**src/rtl/uart_rx.sv**
```systemverilog
// 8N1 UART receiver with 16x oversampling, mid-bit sampling and a single-entry holding register.
// rdy rises 1 clk after the mid-stop-bit tick; rdy_clr acknowledges, sticky flags clear with it.
module uart_rx #(
    parameter int OVERSAMPLE = 16,
    parameter int DATA_BITS  = 8
) (
    input  logic                 clk,
    input  logic                 reset,
    input  logic                 rx_clk_en,
    input  logic                 rx,
    input  logic                 rdy_clr,
    output logic [DATA_BITS-1:0] data,
    output logic                 rdy,
    output logic                 frame_err,
    output logic                 overrun
);

    localparam int CW = $clog2(OVERSAMPLE);
    localparam int BW = (DATA_BITS > 1) ? $clog2(DATA_BITS) : 1;

    localparam logic [CW-1:0] CNT_HALF = CW'(OVERSAMPLE / 2 - 1);
    localparam logic [CW-1:0] CNT_LAST = CW'(OVERSAMPLE - 1);
    localparam logic [BW-1:0] BIT_LAST = BW'(DATA_BITS - 1);

    typedef enum logic [1:0] {
        IDLE,
        START,
        DATA,
        STOP
    } state_t;

    // Reset asserts asynchronously but releases only after two clean clk edges.
    logic [1:0] rst_sync_q;
    logic       rst;

    always_ff @(posedge clk or posedge reset) begin
        if (reset) begin
            rst_sync_q <= 2'b11;
        end else begin
            rst_sync_q <= {rst_sync_q[0], 1'b0};
        end
    end

    assign rst = rst_sync_q[1];

    logic [1:0] rx_sync_q;
    logic       rx_s;

    always_ff @(posedge clk or posedge rst) begin
        if (rst) begin
            rx_sync_q <= 2'b11;
        end else begin
            rx_sync_q <= {rx_sync_q[0], rx};
        end
    end

    assign rx_s = rx_sync_q[1];

    state_t                 state_q;
    logic [CW-1:0]          cnt_q;
    logic [BW-1:0]          bit_idx_q;
    logic [DATA_BITS-1:0]   shift_q;
    logic [DATA_BITS-1:0]   data_q;
    logic                   rdy_q;
    logic                   frame_err_q;
    logic                   overrun_q;

    always_ff @(posedge clk or posedge rst) begin
        if (rst) begin
            state_q     <= IDLE;
            cnt_q       <= '0;
            bit_idx_q   <= '0;
            shift_q     <= '0;
            data_q      <= '0;
            rdy_q       <= 1'b0;
            frame_err_q <= 1'b0;
            overrun_q   <= 1'b0;
        end else begin
            // The acknowledge acts every clk; a completion later in this block overrides it.
            if (rdy_clr) begin
                rdy_q       <= 1'b0;
                frame_err_q <= 1'b0;
                overrun_q   <= 1'b0;
            end

            if (rx_clk_en) begin
                case (state_q)
                    IDLE: begin
                        if (!rx_s) begin
                            state_q <= START;
                            cnt_q   <= '0;
                        end
                    end
                    START: begin
                        if (cnt_q == CNT_HALF) begin
                            if (!rx_s) begin
                                state_q   <= DATA;
                                cnt_q     <= '0;
                                bit_idx_q <= '0;
                            end else begin
                                state_q <= IDLE;
                            end
                        end else begin
                            cnt_q <= cnt_q + CW'(1);
                        end
                    end
                    DATA: begin
                        if (cnt_q == CNT_LAST) begin
                            shift_q <= {rx_s, shift_q[DATA_BITS-1:1]};
                            cnt_q   <= '0;
                            if (bit_idx_q == BIT_LAST) begin
                                state_q <= STOP;
                            end else begin
                                bit_idx_q <= bit_idx_q + BW'(1);
                            end
                        end else begin
                            cnt_q <= cnt_q + CW'(1);
                        end
                    end
                    STOP: begin
                        // Leave at mid stop bit so a back-to-back start edge is not missed.
                        if (cnt_q == CNT_LAST) begin
                            state_q <= IDLE;
                            cnt_q   <= '0;
                            if (rx_s) begin
                                data_q <= shift_q;
                                rdy_q  <= 1'b1;
                                if (rdy_q && !rdy_clr) begin
                                    overrun_q <= 1'b1;
                                end
                            end else begin
                                frame_err_q <= 1'b1;
                            end
                        end else begin
                            cnt_q <= cnt_q + CW'(1);
                        end
                    end
                    default: begin
                        state_q <= IDLE;
                        cnt_q   <= '0;
                    end
                endcase
            end
        end
    end

    assign data      = data_q;
    assign rdy       = rdy_q;
    assign frame_err = frame_err_q;
    assign overrun   = overrun_q;

endmodule

```
**config.mk**
```make
export PLATFORM = sky130hd
export DESIGN_NAME = uart_rx
export DESIGN_NICKNAME = d
export VERILOG_FILES = /design/src/rtl/uart_rx.sv
export SDC_FILE = /design/constraint.sdc
export NUM_CORES = 1
export LEC_CHECK = 0
export CAP_MARGIN = 40
export CORE_ASPECT_RATIO = 1.25
export CORE_UTILIZATION = 40
export DETAILED_ROUTE_END_ITERATION = 7
export GPL_ROUTABILITY_DRIVEN = 0
export HOLD_SLACK_MARGIN = 0.06
export PLACE_DENSITY_LB_ADDON = 0.12
export SYNTH_ARGS = -nofsm -noshare
export SYNTH_HDL_FRONTEND = slang
export SYNTH_SLANG_ARGS = --single-unit
```
**constraint.sdc**
```tcl
create_clock -name clk -period 1.4 [get_ports clk]
set_input_delay 0.28 -clock clk [delete_from_list [all_inputs] [get_ports clk]]
set_output_delay 0.28 -clock clk [all_outputs]
set_load 0.01 [all_outputs]
```
==> flow_summary_export.csv, run 1 <==
group,metric,value,unit
outcome,status,"complete, but fails checks",
outcome,violations,"setup timing",
setup_path,timing.critical_path.from,"cnt_q[1]$_DFFE_PP0P_",
floorplan,die_h,68.8,um
floorplan,core,3310,sq um
clocking,clk_latency,0.28,ns
global_route,antenna_found_initial,0,
clocking,clockBufferDepth,2,
run,drv_cap,0,
setup_path,r2r-end,"data[0]$_DFFE_PP0P_",
floorplan,io_pins,16,
final_layout,fillerInstances,241,
sta,final-max-slew-violation-count,0,
pwr,p_per_area,1460,nW/um^2
clocking,ctsHoldBuffers,0,
synthesis,synth_area,1430,sq um
route,drtIter0Drc,36,
final_layout,mostFrequentLayoutCells,"dfrtp_1, buf_4, mux2_4, dlygate4sd2_1",
placed_design,dp_cells,184,
floorplan,dieWidth,55.4,um
sta,hold_violations,0,
setup_path,cp-end-kind,"register",
sta,clock_skew,0.00529,ns
final_layout,seqCellArea,806,sq um
sta,period_minus_slack,1.54,ns
sta,finalCritPeriodShare,110,%
clocking,htree_num_levels,2,
setup_path,r2r_slack,-0.14,ns
synthesis,avgSynthCellArea,12.6,sq um
synthesis,synthArstFlopShare,100,%
global_route,grt_max_degree,31,
clocking,cts.sinks,32,
placed_design,place_ws,-0.454,ns
final_layout,final_common_cell,"dfrtp_1",
synthesis,synth-seq-cells,32,
route,vias,1049,
route,ant_nets,0,
setup_path,path_class,"register to register",
global_route,grt_pass1_vias,1053,
route,drt_first_pass_iters,4,
pwr,peakVddDrop,0.00116,V
sta,rsz0062_at_grt,"true",
setup_path,path_max_fanout,5,
final_layout,diodes,0,
placed_design,portBuffers,15,
sta,setup_viol,27,
route,drc_errors,0,
clocking,root_buffer,"clkbuf_8",
floorplan,rows,23,
placed_design,dp_hpwl,1970,um
clocking,tritoncts,"built",
synthesis,synth_edf_count,0,
final_layout,drive_gt1_share,45.6,%
min_path,hp-class,"input pin to asynchronous set/reset pin",
global_route,grtUsageTotal,17.1,%
global_route,grt_pass1_wl,4840,um
setup_path,crit_path_end,"data[0]$_DFFE_PP0P_",
final_layout,finalNetCount,167,
final_layout,utilization,62.4,%
route,wirelength,2910,um
setup_path,worstReg2RegStart,"cnt_q[1]$_DFFE_PP0P_",
synthesis,synthCells,113,
route,wl_per_cell,14.8,um
final_layout,multi_input_area,728,sq um
floorplan,dieArea,3810,sq um
global_route,overflow,0,
sta,finalWorstSetupSlack,-0.135,ns
route,avgViaCountPerCell,5.32,
clocking,cts_made_buffers,5,
synthesis,synth_fp_nets,121,
synthesis,synth_top_flop_cell,"dfrtp_1",
floorplan,start_util,43.1,%
setup_path,rr_worst_depth,5,
final_layout,areaGrowthSynthToFinish,44.7,%
synthesis,synth_warnings,0,
synthesis,synth.distinct_cells,38,
sta,clock.fmax,651,MHz
pwr,p_total,3.01,mW
synthesis,yosysSeqAreaShare,56.4,%
setup_path,critPathLaunchType,"register",
clocking,clkTransAtPathRegs,0.07,ns
final_layout,fin_cells,197,
setup_path,required,1.57,ns
pwr,power_leakage,0.983,nW
setup_path,worstPathArrival,1.70,ns
==> worst min path at each step <==
stage	to	slack (ns)	cells past startpoint
final	rst_sync_q[0]$_DFF_PP1_	0.31	2
after global routing	rst_sync_q[0]$_DFF_PP1_	0.32	2
after CTS	rst_sync_q[1]$_DFF_PP1_	0.31	2
after detailed placement	bit_idx_q[2]$_DFFE_PP0P_	0.34	2
after global placement	bit_idx_q[1]$_DFFE_PP0P_	0.32	2
after floorplan	rst_sync_q[0]$_DFF_PP1_	0.19	1
==> area by class of cell <==
class / count / area share [%]
clock buffer: 6 / 4.00
clock inverter: 2 / 0.727
inverter: 6 / 1.09
multi-input combinational: 70 / 35.3
sequential: 32 / 39.0
tap: 37 / 2.24
timing repair buffer: 44 / 17.7
==> report_power, final <==
part	leakage, nW	internal, mW	switching [mW]	total [mW]
registers	0.417	1.04	0.0819	1.12
logic	0.523	0.575	0.574	1.15
clock network	0.0434	0.397	0.342	0.739
total	0.983	2.01	0.997	3.01
==> logic make-up (layout without fill, tap and decap cells) <==
group / count (synthesis) / after routing / share of synthesized area, %
DFF: 32 / 32 / 56.4
buffers and inverters: 11 / 58 / 3.24
adders and majority gates: 3 / 3 / 2.63
and+or+nand+nor: 23 / 23 / 11.2
muxes: 17 / 17 / 13.4
xor gates and xnor gates: 1 / 1 / 0.614
other: 1 / 1 / 0.263
AOI/OAI and AO/OA: 25 / 25 / 12.2
==> per-stage QoR <==
stage                     hold slack, ns  area, sq um  setup TNS (ns)
after detailed placement           0.340         1800           -8.68
after global routing               0.319         2070           -4.68
after CTS                          0.311         2000           -2.15
after floorplan                    0.192         1450           -4.03
final                              0.313         2070           -2.24
after global placement             0.325         1800           -8.59
==> sequential cells by signal, summed over array words and instances, names as in the netlist, named ones only <==
name	flops
rx_sync_q	2
shift_q	8
cnt_q	4
rst_sync_q	2
rdy	1
frame_err	1
state_q	1
bit_idx_q	3
overrun	1
data	8
==> cell usage after synthesis (2+ instances only) <==
cell type	number	area (sq um)
dfrtp_1	28	701
mux2_2	17	191
inv_1	6	22.5
o21ai_0	5	25.0
a21oi_1	4	20.0
dfstp_2	4	105
nand2_1	4	15.0
a22o_1	3	26.3
clkbuf_1	3	11.3
ha_1	3	37.5
nand3_1	3	15.0
a31oi_1	2	12.5
and3_1	2	12.5
nand2b_1	2	12.5
nor2_1	2	7.51
o2111ai_1	2	17.5
o2bb2ai_1	2	17.5
==> critical path: stages (launching register included) <==
cell,delay (ns)
dfrtp_1,0.40
ha_4,0.17
nand3_4,0.11
nor4_4,0.24
buf_4,0.20
mux2_4,0.30
==> routing by layer <==
| metal | up-vias | part of all wire (%) | GRT usage [%] |
|---|---|---|---|
| met5 | - | 0 | 0 |
| met1 | 520 | 44 | 20.5 |
| met3 | 6 | 3.5 | 6.34 |
| met4 | 0 | 1.8 | 8.75 |
| met2 | 17 | 51 | 27.1 |
| li1 | 506 | - | - |
==> repair_timing <==
item,4_1_cts,5_1_grt
setup buffers,3,3
resized for setup,36,10
endpoints found under the setup margin,36,28
pin swaps,8,5
Note: power is estimated with default switching activity, not from simulation.
==> run 2, diff against run 1 <==
CORE_ASPECT_RATIO = 0.75   (was 1.25)
==> run 2 against run 1 <==
Effect of this change: sequential share of layout area shrank 0.30 points; core utilization fell by 0.38 points; worst hold slack lost 0.17 ns; clock-buffer cell count stayed put; sequential power barely moved; first-iteration DRC count up 25%; fmax down 4.4%; non-clock buffer count is 2 lower; design area increased by 0.79%; wire length up 1.2%; setup slack got worse by 0.071 ns; highest routed layer unchanged; the flow finishes with violations (DRC, setup timing).
==> flow_summary_export.csv, run 2 (synthesized netlist as in run 1, its figures left out) <==
group,metric,value,unit
outcome,status,"complete, but fails checks",
outcome,violations,"DRC, setup timing",
placed_design,portBuffers,15,
route,drc_errors,2,
floorplan,dieWidth,71.0,um
setup_path,crit_slowest_cell,"dfrtp_1",
global_route,grt_pass1_vias,987,
final_layout,finalNetCount,165,
setup_path,worstPathArrival,1.77,ns
route,drt_first_pass_iters,8,
global_route,antenna_found_initial,0,
clocking,root_buffer,"clkbuf_8",
global_route,grt_max_degree,27,
route,drtIter0Drc,45,
pwr,p_per_area,1510,nW/um^2
pwr,peakVddDrop,0.000702,V
final_layout,fillerInstances,273,
route,wl_per_cell,14.9,um
sta,finalWorstSetupSlack,-0.206,ns
setup_path,critPathLaunchType,"register",
global_route,grtUsageTotal,17.1,%
final_layout,final_common_cell,"dfrtp_1",
run,drv_cap,0,
sta,final-max-slew-violation-count,0,
floorplan,io_pins,16,
clocking,htree_num_levels,2,
global_route,grt_pass1_wl,4730,um
clocking,clkTransAtPathRegs,0.07,ns
final_layout,diodes,0,
final_layout,final_cell_area,2080,sq um
clocking,ctsHoldBuffers,0,
final_layout,areaGrowthSynthToFinish,45.8,%
setup_path,cp-end-kind,"register",
placed_design,dpl_cell_area,1770,sq um
setup_path,rr_worst_depth,6,
pwr,power_leakage,0.990,nW
sta,clock.fmax,623,MHz
sta,rsz0062_at_grt,"true",
clocking,tritoncts,"built",
min_path,hp-class,"register to asynchronous set/reset pin",
sta,hold_violations,0,
final_layout,mostFrequentLayoutCells,"dfrtp_1, buf_4, mux2_4, dlygate4sd2_1, inv_1",
floorplan,die_h,53.7,um
floorplan,rows,18,
clocking,cts_made_buffers,5,
route,avgViaCountPerCell,5.35,
setup_path,path_class,"register to register",
setup_path,path_max_fanout,8,
sta,clock_skew,0.00673,ns
clocking,clk_latency,0.28,ns
global_route,overflow,0,
clocking,cts.sinks,32,
floorplan,dieArea,3810,sq um
sta,period_minus_slack,1.61,ns
setup_path,path_cells,"ha_4 -> nand3_4 -> buf_4 -> nor3_2 -> buf_6 -> mux2_4",
setup_path,required,1.56,ns
floorplan,start_util,42.5,%
route,ant_nets,0,
placed_design,dp_hpwl,1950,um
route,wirelength,2940,um
final_layout,drive_gt1_share,45.6,%
floorplan,core,3360,sq um
sta,finalCritPeriodShare,115,%
clocking,clockBufferDepth,2,
sta,setup_viol,22,
setup_path,max_stage_delay,0.40,ns
sta,whs,0.141,ns
route,vias,1059,
-- run 2: cell count changes in the layout (fill, tap and decap cells not counted), sizes merged --
| cell | delta |
|---|---|
| clkinvlp | -2 |
| buf | -2 |
| clkinv | +1 |
| bufinv | +1 |
-- run 2: final timing paths --
check                                      endpoint                     from  slack, ns
min in group clk            rst_sync_q[1]$_DFF_PP1_  rst_sync_q[0]$_DFF_PP1_       0.36
min reg2reg                bit_idx_q[2]$_DFFE_PP0P_  rst_sync_q[1]$_DFF_PP1_       0.14
min                        bit_idx_q[2]$_DFFE_PP0P_  rst_sync_q[1]$_DFF_PP1_       0.14
max reg2reg                  shift_q[0]$_DFFE_PP0P_     cnt_q[0]$_DFFE_PP0P_      -0.21
max in group asynchronous    rx_sync_q[1]$_DFF_PP1_  rst_sync_q[1]$_DFF_PP1_       0.66
max                          shift_q[0]$_DFFE_PP0P_     cnt_q[0]$_DFFE_PP0P_      -0.21
-- run 2: repair_timing --
action                     in CTS  in global routing
setup buffers                   3                  6
gates resized for setup        37                 13
setup endpoints to repair      34                 27
pin swaps                       3                  9
-- run 2: area by class of cell --
class                           count  area [sq um]  share of cell area (%)
Clock inverter                      2          35.0                    1.68
Sequential cell                    32           806                    38.7
Timing Repair Buffer               42           354                    17.0
Clock buffer                        6          72.6                    3.49
Tap cell                           40          50.0                    2.40
Inverter                            6          22.5                    1.08
Multi-Input combinational cell     70           742                    35.6
-- run 2: per-stage QoR --
step	setup WS [ns]	instances	power, mW	setup TNS [ns]	util, %
floorplan	-0.269	113	1.72	-4.03	-
global placement	-0.443	183	2.03	-8.39	52.9
detailed placement	-0.471	183	2.07	-8.80	52.9
CTS	-0.164	194	2.99	-2.38	59.4
global route	-0.275	198	3.33	-5.23	62.0
finish	-0.206	198	3.14	-3.38	62.0
-- run 2: critical path: cells and delay by family, from the launching register on --
family	cells	cell delay (ns)
and+or+nand+nor	2	0.26
adders and majority gates	1	0.18
DFF	1	0.40
muxes	1	0.31
buffers and inverters	2	0.34
-- run 2: routing by layer --
layer | part of all wire (%) | GRT usage [%] | up-vias
li1 | - | - | 507
met1 | 49 | 22.1 | 522
met2 | 46 | 25.8 | 26
met3 | 3.9 | 6.74 | 4
met4 | 1.2 | 7.00 | 0
met5 | 0 | 0 | -
-- run 2: power by group --
| part | switching (mW) | internal [mW] |
|---|---|---|
| combinational | 0.597 | 0.570 |
| sequential | 0.0785 | 1.04 |
| clock | 0.327 | 0.528 |
| total | 1.00 | 2.14 |
